[src/rtl/sync_fifo_flags_if.sv]
// -----------------------------------------------------------------------------
// sync_fifo_flags_if
// Handshake/data bundle for the single-clock FIFO. Signal names match the
// dual-clock FIFO so either block can sit behind the same integration wiring.
//   master : producer/consumer side (drives winc/wdata/rinc, observes status)
//   slave  : FIFO side (consumes requests, drives rdata and all status flags)
// Signals:
//   winc, wdata            write request and data
//   rinc                   read request (pop of the head word in FWFT mode)
//   rdata                  read data
//   wfull, rempty          full / empty
//   walmost_full           count >= AFULL_TH
//   ralmost_empty          count <= AEMPTY_TH
//   count                  occupancy, 0..2^ASIZE
//   overflow, underflow    sticky error flags
// -----------------------------------------------------------------------------
interface sync_fifo_flags_if #(
  parameter int DSIZE = 8,
  parameter int ASIZE = 4
);
  logic             winc;
  logic [DSIZE-1:0] wdata;
  logic             rinc;
  logic [DSIZE-1:0] rdata;
  logic             wfull;
  logic             rempty;
  logic             walmost_full;
  logic             ralmost_empty;
  logic [ASIZE:0]   count;
  logic             overflow;
  logic             underflow;

  modport master (
    output winc, wdata, rinc,
    input  rdata, wfull, rempty, walmost_full, ralmost_empty, count,
           overflow, underflow
  );

  modport slave (
    input  winc, wdata, rinc,
    output rdata, wfull, rempty, walmost_full, ralmost_empty, count,
           overflow, underflow
  );
endinterface

[src/rtl/sync_fifo_flags.sv]
// -----------------------------------------------------------------------------
// sync_fifo_flags
// Single-clock FIFO with programmable almost-full/almost-empty thresholds,
// occupancy count, sticky overflow/underflow flags and a selectable read mode
// (registered read data, or first-word-fall-through).
// Ports:
//   clk  : single clock, all state changes on the rising edge
//   rst  : synchronous active-high reset
//   bus  : sync_fifo_flags_if.slave (requests in, data and status out)
// -----------------------------------------------------------------------------
module sync_fifo_flags #(
  parameter int DSIZE     = 8,
  parameter int ASIZE     = 4,
  parameter int AFULL_TH  = 12,
  parameter int AEMPTY_TH = 2,
  parameter int FWFT      = 0
) (
  input  logic             clk,
  input  logic             rst,
  sync_fifo_flags_if.slave bus
);

  localparam int             DEPTH    = 1 << ASIZE;
  localparam logic [ASIZE:0] FULL_CNT = (ASIZE+1)'(DEPTH);
  localparam logic [ASIZE:0] AF_CNT   = (ASIZE+1)'(AFULL_TH);
  localparam logic [ASIZE:0] AE_CNT   = (ASIZE+1)'(AEMPTY_TH);
  localparam logic [ASIZE:0] ONE      = {{ASIZE{1'b0}}, 1'b1};

  // Threshold sanity, evaluated at elaboration.
  if (AFULL_TH < 1 || AFULL_TH > DEPTH) begin : g_bad_afull
    $error("sync_fifo_flags: AFULL_TH out of range 1..2^ASIZE");
  end
  if (AEMPTY_TH < 0 || AEMPTY_TH > DEPTH - 1) begin : g_bad_aempty
    $error("sync_fifo_flags: AEMPTY_TH out of range 0..2^ASIZE-1");
  end

  logic [DSIZE-1:0] mem [DEPTH];
  logic [ASIZE:0]   wptr;
  logic [ASIZE:0]   rptr;
  logic [ASIZE:0]   cnt;
  logic             ovf_q;
  logic             udf_q;
  logic             wfull;
  logic             rempty;
  logic             wr_en;
  logic             rd_en;

  // Flags decode the count register, so they are glitch-free and reflect an
  // accepted operation from the very edge that accepts it.
  assign wfull  = (cnt == FULL_CNT);
  assign rempty = (cnt == '0);

  // Accept decisions use state at the start of the cycle; a write into an
  // empty FIFO is never visible to a same-cycle read.
  assign wr_en = bus.winc && !wfull;
  assign rd_en = bus.rinc && !rempty;

  // NOTE: sequential state uses non-blocking assignments so every register
  // samples pre-edge values regardless of statement order.
  always_ff @(posedge clk) begin
    if (rst) begin
      wptr  <= '0;
      rptr  <= '0;
      cnt   <= '0;
      ovf_q <= 1'b0;
      udf_q <= 1'b0;
    end else begin
      if (wr_en) wptr <= wptr + ONE;
      if (rd_en) rptr <= rptr + ONE;
      case ({wr_en, rd_en})
        2'b10:   cnt <= cnt + ONE;
        2'b01:   cnt <= cnt - ONE;
        default: cnt <= cnt;
      endcase
      if (bus.winc && wfull)  ovf_q <= 1'b1;
      if (bus.rinc && rempty) udf_q <= 1'b1;
    end
  end

  // NOTE: the storage array is deliberately not reset; only pointers and
  // count define which entries are valid, and a reset would prevent RAM
  // inference. Reset still blocks the write in its cycle.
  always_ff @(posedge clk) begin
    if (!rst && wr_en) mem[wptr[ASIZE-1:0]] <= bus.wdata;
  end

  if (FWFT != 0) begin : g_fwft
    // Head word is presented combinationally; valid whenever not empty.
    assign bus.rdata = mem[rptr[ASIZE-1:0]];
  end else begin : g_reg
    logic [DSIZE-1:0] rdata_q;
    always_ff @(posedge clk) begin
      if (rst)        rdata_q <= '0;
      else if (rd_en) rdata_q <= mem[rptr[ASIZE-1:0]];
    end
    assign bus.rdata = rdata_q;
  end

  assign bus.wfull         = wfull;
  assign bus.rempty        = rempty;
  assign bus.walmost_full  = (cnt >= AF_CNT);
  assign bus.ralmost_empty = (cnt <= AE_CNT);
  assign bus.count         = cnt;
  assign bus.overflow      = ovf_q;
  assign bus.underflow     = udf_q;

endmodule

[src/flat_wrapper.sv]
// flat-port wrapper written by rule: the top's interface ports become plain ports
module sync_fifo_flags_flat 
#(
  parameter int DSIZE     = 8,
  parameter int ASIZE     = 4,
  parameter int AFULL_TH  = 12,
  parameter int AEMPTY_TH = 2,
  parameter int FWFT      = 0
)
  (clk, rst, bus_winc, bus_wdata, bus_rinc, bus_rdata, bus_wfull, bus_rempty, bus_walmost_full, bus_ralmost_empty, bus_count, bus_overflow, bus_underflow);
  sync_fifo_flags_if #(.DSIZE(DSIZE), .ASIZE(ASIZE)) bus_i ();
  input  logic clk;
  input  logic rst;
  input wire logic [$bits(bus_i.winc)-1:0] bus_winc;
  input wire logic [$bits(bus_i.wdata)-1:0] bus_wdata;
  input wire logic [$bits(bus_i.rinc)-1:0] bus_rinc;
  output wire logic [$bits(bus_i.rdata)-1:0] bus_rdata;
  output wire logic [$bits(bus_i.wfull)-1:0] bus_wfull;
  output wire logic [$bits(bus_i.rempty)-1:0] bus_rempty;
  output wire logic [$bits(bus_i.walmost_full)-1:0] bus_walmost_full;
  output wire logic [$bits(bus_i.ralmost_empty)-1:0] bus_ralmost_empty;
  output wire logic [$bits(bus_i.count)-1:0] bus_count;
  output wire logic [$bits(bus_i.overflow)-1:0] bus_overflow;
  output wire logic [$bits(bus_i.underflow)-1:0] bus_underflow;
  assign bus_i.winc = bus_winc;
  assign bus_i.wdata = bus_wdata;
  assign bus_i.rinc = bus_rinc;
  assign bus_rdata = bus_i.rdata;
  assign bus_wfull = bus_i.wfull;
  assign bus_rempty = bus_i.rempty;
  assign bus_walmost_full = bus_i.walmost_full;
  assign bus_ralmost_empty = bus_i.ralmost_empty;
  assign bus_count = bus_i.count;
  assign bus_overflow = bus_i.overflow;
  assign bus_underflow = bus_i.underflow;
  sync_fifo_flags #(.DSIZE(DSIZE), .ASIZE(ASIZE), .AFULL_TH(AFULL_TH), .AEMPTY_TH(AEMPTY_TH), .FWFT(FWFT)) u_core (.clk(clk), .rst(rst), .bus(bus_i));
endmodule
[config.mk]
export PLATFORM = sky130hd
export DESIGN_NAME = sync_fifo_flags_flat
export DESIGN_NICKNAME = d
export VERILOG_FILES = /design/src/rtl/sync_fifo_flags_if.sv /design/src/rtl/sync_fifo_flags.sv /design/src/flat_wrapper.sv
export SDC_FILE = /design/constraint.sdc
export NUM_CORES = 1
export LEC_CHECK = 0
export ABC_AREA = 0
export BUFFER_PORTS_ARGS = -buffer_cell sky130_fd_sc_hd__buf_2
export CAP_MARGIN = 15
export CORE_ASPECT_RATIO = 1.2
export CORE_MARGIN = 2
export CORE_UTILIZATION = 60
export DETAILED_ROUTE_END_ITERATION = 7
export GPL_TIMING_DRIVEN = 0
export PLACE_DENSITY = 0.84
export SETUP_SLACK_MARGIN = 0.15
export SLEW_MARGIN = 10
export SYNTH_ARGS = -nofsm -noshare
export SYNTH_HDL_FRONTEND = slang
export SYNTH_SLANG_ARGS = --single-unit
[constraint.sdc]
create_clock -name clk -period 3.8 [get_ports clk]
set_clock_uncertainty 0.05 [all_clocks]
set_input_delay 0.57 -clock clk [delete_from_list [all_inputs] [get_ports clk]]
set_output_delay 0.57 -clock clk [all_outputs]
set_load 0.05 [all_outputs]
Word-level counts from Yosys, hierarchy flattened
Memory sizes are Yosys's and may differ from the RTL's. A register that Yosys moved wholly into a read port is not among the register bits.
Cells that the tools add are included.
{ "totals": {"ff_bits": 17, "word_cells": 28, "out_inout_bits": 19, "ramBits": 128, "input_bits": 12, "memories": 1} }
{ "classes": {"n_reduce_logical": 10, "add_sub_neg": 4, "eq_ne": 3, "n_lt_le_gt_ge": 2, "n_mux": 3} }
{ "mem_list": {"columns": ["name", "depth", "word_bits", "rd", "rd_clocked_by_memory_dff", "write_ports", "line", "text"], "rows": [
  ["u_core.mem", 16, 8, 1, 1, 1, "sync_fifo_flags.sv:37", "logic [DSIZE-1:0] mem [DEPTH];"]
]} }
{ "ops": {"columns": ["cell", "count"], "rows": [
  ["adder 5 x 1 -> 5 bit, second input constant", 3],
  ["case mux 5 bit (2 select lines)", 1],
  ["== test 5 bit, second input constant", 1],
  [">= comparator 5 x 4 -> 1 bit, second input constant", 1],
  ["<= comparator 5 x 2 -> 1 bit, second input constant", 1],
  ["logical AND 1 bit", 5],
  ["logical NOT 5 bit", 1],
  ["subtractor 5 x 1 -> 5 bit, second input constant", 1],
  ["logical NOT 1 bit", 3],
  ["== test 2 x 1 -> 1 bit, second input constant", 1],
  ["== test 2 bit, second input constant", 1],
  ["2-to-1 mux 1 bit", 2],
  ["nonzero test 2 bit", 1]
]} }

Logic depth before layout (Yosys ltp)
Gate-level depths: netlist of run 1.
{ "logic_depth": {"depth_word": 6, "ltp_mapped": 15, "ltp_nobuf": 11} }

Least setup slack after synthesis of run 1
No wires, ideal clock.
{ "synth_path": {"kind": "reg-to-output", "start": "reg u_core.cnt[1] (netlist: u_core.bus.count[1])", "end": "out bus_ralmost_empty", "t_arrival_ps": 3165, "required_ps": 3180, "path_buffers": 1, "path_slack_ps": 15, "path_stages_with_launch": 3, "path_cell_list": "dfxtp_1 buf_6 a2111oi_0"} }
{ "synth_via": {"elab_chain_len": 1} }
{ "synth_lines": {"columns": ["item", "line", "text"], "rows": [
  ["from (decl)", "sync_fifo_flags.sv:40", "logic [ASIZE:0] cnt;"],
  ["from (signal assigned)", "sync_fifo_flags.sv:71", "2'b10: cnt <= cnt + ONE;"],
  ["from (signal assigned)", "sync_fifo_flags.sv:72", "2'b01: cnt <= cnt - ONE;"],
  ["from (signal assigned)", "sync_fifo_flags.sv:73", "default: cnt <= cnt;"],
  ["<= comparator 5 x 2 -> 1 bit", "sync_fifo_flags.sv:102", "assign bus.ralmost_empty = (cnt <= AE_CNT);"],
  ["to (decl)", "flat_wrapper.sv:21", "output wire logic [$bits(bus_i.ralmost_empty)-1:0] bus_ralmost_empty;"]
]} }
Every way passes these cells.

Worst setup path after layout of run 1
{ "layout_path": {"start": "reg u_core.cnt[1] (netlist: u_core.bus.count[1])", "end": "reg u_core.cnt[4] (netlist: u_core.bus.count[4])"} }
{ "layout_via": {"elab_chain_len": 5, "word_cells_on_any_way": 12, "classes_between": "add/sub: 2; eq/ne: 3; mux: 1; reduce/logical: 6"} }
{ "layout_lines": {"columns": ["item", "line", "text"], "rows": [
  ["== test 5 bit / logical NOT 5 bit (equally long branches)", "sync_fifo_flags.sv:50, sync_fifo_flags.sv:51", null],
  ["logical NOT 1 bit, on equally long branches", "sync_fifo_flags.sv:55, sync_fifo_flags.sv:56", null],
  ["logical AND 1 bit, on equally long branches", "sync_fifo_flags.sv:55, sync_fifo_flags.sv:56", null],
  ["== test 2 x 1 -> 1 bit / == test 2 bit (equally long branches)", "sync_fifo_flags.sv:70", "case ({wr_en, rd_en})"],
  ["case mux 5 bit (2 select lines) / nonzero test 2 bit (equally long branches)", null, null]
]} }
Parallel ways exist; a longest one is shown, timed or not.
A chain may end at the register's enable or synchronous reset.

==> flow_summary.ini, run 1 <==
[status]
outcome = completed

[synthesis]
synth_async_sr_flop_share = 0
ys_seq_area_frac = 0.705
syn-mean-instance-area_um2 = 17.2
yosys_warnings = 0
synth_top_area_cell = sky130_fd_sc_hd__edfxtp_1
synth_enable_flop_cells = 128
flip_flop_cell_with_the_highest_count_after_synthesis = sky130_fd_sc_hd__edfxtp_1
synth_area_leaders = sky130_fd_sc_hd__edfxtp_1, sky130_fd_sc_hd__mux4_2, sky130_fd_sc_hd__dfxtp_1
synth_area_um2 = 6100
synth.lib_cells_used.distinct = 41
number_of_instances_in_the_synthesized_netlist = 355
yosys.area.top_type_share = 0.630
postSynthRegisterBits = 151
postSynthNetCount = 374

[setup_path]
worst_path_largest_cell_delay_ns = 0.38
cp-startpoint = u_core.bus.count[1]
timing.critical_path.buf_inv = 5
criticalPathCategory = flip-flop to flip-flop
critical_path.endpoint_type = flip-flop
critical_path_peak_fanout = 9
worst_ep_required_time_ns = 4.06
cpLargestDelayFamily = buffers and inverters
critPathMostFrequentCell = sky130_fd_sc_hd__buf_6
arrival_ns = 3.69
setup.worst_path.start_class = flip-flop
crit_slowest_cell = sky130_fd_sc_hd__or3_1
cp_cell_sequence = buf_6 > or3_1 > buf_6 > o31a_2 > buf_6 > inv_1 > ha_1 > clkbuf_1 > xor2_1 > ha_1 > nand2b_1 > nor2_1 > a211oi_1 > o32a_1 > mux2_1
rr_startpoint = u_core.bus.count[1]

[floorplanning]
die_area_um2 = 11000
die_w_um = 96.1
initial_core_util = 0.613
die_height_um = 114
core_area_um2 = 9960
fp_rows = 40
io-pin-count = 31

[power_and_ir_drop]
power.sequential.fraction = 0.399
share_clk_of_total_power = 0.348
vdd.ir_drop.worst_v = 0.000445
power_per_cell_area_nw_per_um2 = 693
sw_frac_of_total = 0.310
switchingPower_mw = 1.52
share_comb_of_total_power = 0.253
leakage_nw = 2.40
p_int_mw = 3.37

[cells_and_area]
finalNetCount = 424
leading_cell_type_in_the_layout_fill_and_taps_excluded = sky130_fd_sc_hd__edfxtp_1
area_delta_synth_final_pct = 15.4
antenna_cells_inserted = 0
layout.cells.most_common_list = sky130_fd_sc_hd__edfxtp_1, sky130_fd_sc_hd__nor2_1, sky130_fd_sc_hd__buf_2
drive_gt1_frac = 0.282

[sta]
minimum_clock_period_after_layout_ns = 3.43
fin_crit_sh = 0.902
worst-slew-pin-transition_ns = 0.842
fin_setup_tns_ns = 0
slew_violations = 0
slew_headroom = 0.437
timing.final.hold_violations = 0
rsz0062_at_grt = no
setup_violations = 0
hold-worst-slack_ns = 0.382
fmax_mhz = 292

[grt]
grt_pass1_vias = 3372
initial_antenna_violation_count = 0
grt_max_degree = 17
grt_first_pass_wirelength_mm = 18.7
globalRouteTotalUtil = 0.246
overflow = 0

[clock_network]
tritoncts_num_sinks = 151
tritoncts = built
numCtsBuffers = 17
post_cts_resized = 0
cts_max_path_buffers = 2
hold_buffers = 0
clk-insertion-delay-late_ns = 0.42
clock_tree.htree_level_count = 4
clockRootBuffer = sky130_fd_sc_hd__clkbuf_16
cts.clk_slew.worst_paths_ns = 0.06

[worst_hold_path]
min-delay-start = bus_winc
holdCritPathClass = primary input to flip-flop

[place]
dp_hpwl_mm = 7.67
place.port_buffers = 30
place.gp.congestion = 0.768

[route]
wl_cell_um = 23.0
via_count = 3447
detailedRoute.firstIterationViolations = 314
drt_first_pass_iters = 5
post_drt_via_cell_ratio = 6.34
drt.antenna.violating_nets = 0
drc_errors = 0
wirelength_mm = 12.5

[flow_run]
timing.max_cap.violations = 0
## cell usage after synthesis, drive strengths merged (2+ instances only)
cell    instances
nor2           45
o32a            2
ha              7
or3             2
a22oi          16
xor2            5
dfxtp          23
a21oi          21
nand2          12
xnor2           4
buf            14
clkbuf          7
nand2b          5
mux2            2
mux2i           3
mux4           32
nor3            5
nor2b           2
inv             6
edfxtp        128
## cell type report
class | instances | area [um2]
fillers | 611 | 2920
multi-input cells | 177 | 1620
inverters | 6 | 22.5
clock inverters | 7 | 50.0
flip-flops and latches | 151 | 4300
plain buffers | 21 | 163
clock buffers | 25 | 572
well taps | 126 | 158
repair buffers | 31 | 158
## worst reg2reg max path, cell delays in order, from the launching register on
cell and delay, ns:
sky130_fd_sc_hd__dfxtp_1 0.31, sky130_fd_sc_hd__buf_6 0.13, sky130_fd_sc_hd__or3_1 0.38, sky130_fd_sc_hd__buf_6 0.15, sky130_fd_sc_hd__o31a_2 0.29, sky130_fd_sc_hd__buf_6 0.15
sky130_fd_sc_hd__inv_1 0.06, sky130_fd_sc_hd__ha_1 0.12, sky130_fd_sc_hd__clkbuf_1 0.29, sky130_fd_sc_hd__xor2_1 0.18, sky130_fd_sc_hd__ha_1 0.25, sky130_fd_sc_hd__nand2b_1 0.16
sky130_fd_sc_hd__nor2_1 0.05, sky130_fd_sc_hd__a211oi_1 0.21, sky130_fd_sc_hd__o32a_1 0.22, sky130_fd_sc_hd__mux2_1 0.32
## power groups by stage
| stage | sequential (mW) | clock (mW) | combinational (mW) |
|---|---|---|---|
| floorplan | 2.17 | 0 | 0.752 |
| global placement | 1.98 | 0 | 1.18 |
| detailed placement | 1.98 | 0 | 1.20 |
| CTS | 1.95 | 1.71 | 1.22 |
| global route | 1.96 | 1.77 | 1.32 |
| finish | 1.95 | 1.70 | 1.23 |
## per-stage QoR
stage,instances,setup WS (ns),power [mW],util,area [um2]
after floorplan,355,0.455,2.92,-,6100
after global placement,511,0.447,3.15,0.644,6410
after detailed placement,511,0.306,3.19,0.644,6410
after CTS,543,0.300,4.88,0.706,7030
after global routing,544,0.231,5.05,0.707,7040
final,544,0.371,4.88,0.707,7040
## per-layer routing
metal | global-route usage | share of wire | up-vias
li1 | - | - | 1482
met1 | 0.336 | 0.40 | 1743
met2 | 0.373 | 0.49 | 196
met3 | 0.0632 | 0.076 | 26
met4 | 0.114 | 0.026 | 0
met5 | 0 | 0 | -
## logic make-up after synthesis
| logic type | synth area share |
|---|---|
| multiplexers | 0.127 |
| buffers and inverters | 0.0303 |
| XOR/XNOR | 0.0129 |
| flip-flops | 0.705 |
| AND/OR/NAND/NOR | 0.0590 |
| adder cells (fa/ha/maj) | 0.0143 |
| AO/OA/AOI/OAI | 0.0515 |
## state kept, by name (all words and copies together), names as in the netlist
register,flops
u_core.rptr,4
u_core.mem,128
u_core.bus.count,5
u_core.bus.underflow,1
u_core.bus.rdata,8
u_core.wptr,4
u_core.bus.overflow,1
## timing repair
action	in CTS	in global routing
endpoints found under the hold margin	0	0
buffers inserted	0	1
endpoints found under the setup margin	0	1
## path summary, 6_finish.rpt
check	slack, ns	end	depth (start not counted)
worst max-delay path	0.37	u_core.bus.count[4]	15
worst min-delay path	0.38	u_core.bus.overflow	3
worst max register to register	0.37	u_core.bus.count[4]	15
worst min register to register	0.42	u_core.bus.overflow	2
Power figures use the tool's default switching activity.
==> run 2, diff against run 1 <==
--- a/config.mk
+++ b/config.mk
@@ -6,14 +6,14 @@
 export NUM_CORES = 1
 export LEC_CHECK = 0
 export ABC_AREA = 0
-export BUFFER_PORTS_ARGS = -buffer_cell sky130_fd_sc_hd__buf_2
 export CAP_MARGIN = 15
 export CORE_ASPECT_RATIO = 1.2
-export CORE_MARGIN = 2
+export CORE_MARGIN = 1.5
 export CORE_UTILIZATION = 60
 export DETAILED_ROUTE_END_ITERATION = 7
+export DONT_BUFFER_PORTS = 1
 export GPL_TIMING_DRIVEN = 0
-export PLACE_DENSITY = 0.84
+export PLACE_DENSITY = 0.82
 export SETUP_SLACK_MARGIN = 0.15
 export SLEW_MARGIN = 10
 export SYNTH_ARGS = -nofsm -noshare
==> flow_summary.ini, run 2 (synthesis gave the netlist of run 1 again) <==
[worst_hold_path]
min-delay-start = bus_wdata[0]
whs_path_depth = 0
holdCritPathClass = primary input to flip-flop
whs_endpoint = u_core.mem[11][0]

[sta]
rsz0062_at_grt = no
fin_setup_tns_ns = 0
fin_crit_sh = 0.908
slew_violations = 0
worst-slew-pin-transition_ns = 0.889
timing.final.hold_violations = 0
setup_violations = 0
slew_headroom = 0.404
fmax_mhz = 290
minimum_clock_period_after_layout_ns = 3.45
fin_ws_ns = 0.348

[status]
outcome = completed

[clock_network]
cts.clk_slew.worst_paths_ns = 0.06
tritoncts_num_sinks = 151
cts_max_path_buffers = 2
tritoncts = built
clockRootBuffer = sky130_fd_sc_hd__clkbuf_16
numCtsBuffers = 17
clock_tree.htree_level_count = 4
clk-insertion-delay-late_ns = 0.42

[place]
dp_hpwl_mm = 7.73
place.gp.congestion = 0.767
place.port_buffers = 0
place_ws_ns = 0.0393

[setup_path]
reg2reg_setup_slack_ns = 0.35
critical_path.endpoint_type = flip-flop
crit-reg2reg-capture = u_core.bus.count[4]
arrival_ns = 3.70
rr_startpoint = u_core.bus.count[1]
reg2reg_depth = 15
setup.worst_path.start_class = flip-flop
worst_ep_required_time_ns = 4.05
criticalPathCategory = flip-flop to flip-flop
cp-startpoint = u_core.bus.count[1]
critical_path_peak_fanout = 9

[flow_run]
timing.max_cap.violations = 0

[cells_and_area]
leading_cell_type_in_the_layout_fill_and_taps_excluded = sky130_fd_sc_hd__edfxtp_1
layout.cells.most_common_list = sky130_fd_sc_hd__edfxtp_1, sky130_fd_sc_hd__nor2_1, sky130_fd_sc_hd__mux4_2
finalNetCount = 395
drive_gt1_frac = 0.244
antenna_cells_inserted = 0
max_ffs_per_register = 128
area_delta_synth_final_pct = 13.5

[route]
drt_first_pass_iters = 5
detailedRoute.firstIterationViolations = 364
drt.antenna.violating_nets = 0
via_count = 3234
wl_cell_um = 24.4
post_drt_via_cell_ratio = 6.28
drc_errors = 0
wirelength_mm = 12.5

[power_and_ir_drop]
leakage_nw = 2.27
power_per_cell_area_nw_per_um2 = 703
vdd.ir_drop.worst_v = 0.000412

[floorplanning]
core_area_um2 = 9960
die_w_um = 95.1
fp_rows = 40
die_area_um2 = 10800
io-pin-count = 31
initial_core_util = 0.613
die_height_um = 113

[grt]
globalRouteTotalUtil = 0.250
grt_max_degree = 17
grt_first_pass_wirelength_mm = 18.5
overflow = 0
grt_pass1_vias = 3291
initial_antenna_violation_count = 0
==> run 2: final cells by class <==
class                      instances  area (um2)
buffer                            21         166
multi-input combinational        177        1630
clock inverter                    11         153
tap                              126         158
sequential                       151        4310
clock buffer                      21         470
inverter                           6        22.5
fill                             583        3030
timing repair buffer               2        15.0
==> run 2: metal layers <==
layer  vias to the layer above  track usage  wire, um
met5                         -            0         0
met4                         0        0.113       336
met3                        25       0.0753       914
met2                       140        0.400      6400
met1                      1644        0.315      4900
li1                       1425            -         -
==> run 2: power breakdown <==
group	internal (mW)	switching [mW]
clock	1.14	0.610
sequential	1.89	0.274
combinational	0.397	0.561
total	3.43	1.44
==> run 2: worst max path at each step <==
stage               depth (start not counted)                   to  slack [ns]
detailed placement                         14  u_core.bus.count[4]        0.04
global route                               15  u_core.bus.count[4]        0.16
CTS                                        15  u_core.bus.count[4]        0.22
finish                                     15  u_core.bus.count[4]        0.35
floorplan                                  15  u_core.bus.count[4]        0.46
global placement                           14  u_core.bus.count[4]        0.17
==> run 2: worst max-delay path, cell delays in order, from the launching register on <==
cell and delay [ns]:
sky130_fd_sc_hd__dfxtp_2 0.41, sky130_fd_sc_hd__buf_6 0.18, sky130_fd_sc_hd__or3_1 0.38, sky130_fd_sc_hd__buf_6 0.15, sky130_fd_sc_hd__o31a_2 0.29, sky130_fd_sc_hd__buf_6 0.15, sky130_fd_sc_hd__inv_1 0.06, sky130_fd_sc_hd__ha_1 0.14
sky130_fd_sc_hd__clkbuf_4 0.18, sky130_fd_sc_hd__xor2_1 0.17, sky130_fd_sc_hd__ha_2 0.25, sky130_fd_sc_hd__nand2b_1 0.15, sky130_fd_sc_hd__nor2_1 0.05, sky130_fd_sc_hd__a211oi_1 0.20, sky130_fd_sc_hd__o32a_1 0.20, sky130_fd_sc_hd__mux2_1 0.32
==> run 2: metrics by stage <==
stage | utilization | hold slack (ns) | total power, mW | instance area (um2) | std cells
2_1_floorplan | - | 0.449 | 2.92 | 6100 | 355
3_3_place_gp | 0.629 | 0.480 | 3.05 | 6260 | 481
3_5_place_dp | 0.631 | 0.486 | 3.12 | 6280 | 482
4_1_cts | 0.694 | 0.186 | 4.87 | 6920 | 515
5_1_grt | 0.695 | 0.180 | 5.03 | 6930 | 515
6_report | 0.695 | 0.193 | 4.87 | 6930 | 515
==> run 2: repair_timing <==
item | 4_1_cts | 5_1_grt
hold buffers | 0 | 0
pin swaps | 1 | 0
setup endpoints to repair | 1 | 1
resized for setup | 1 | 7
buffers inserted | 1 | 0
gates cloned | 0 | 0
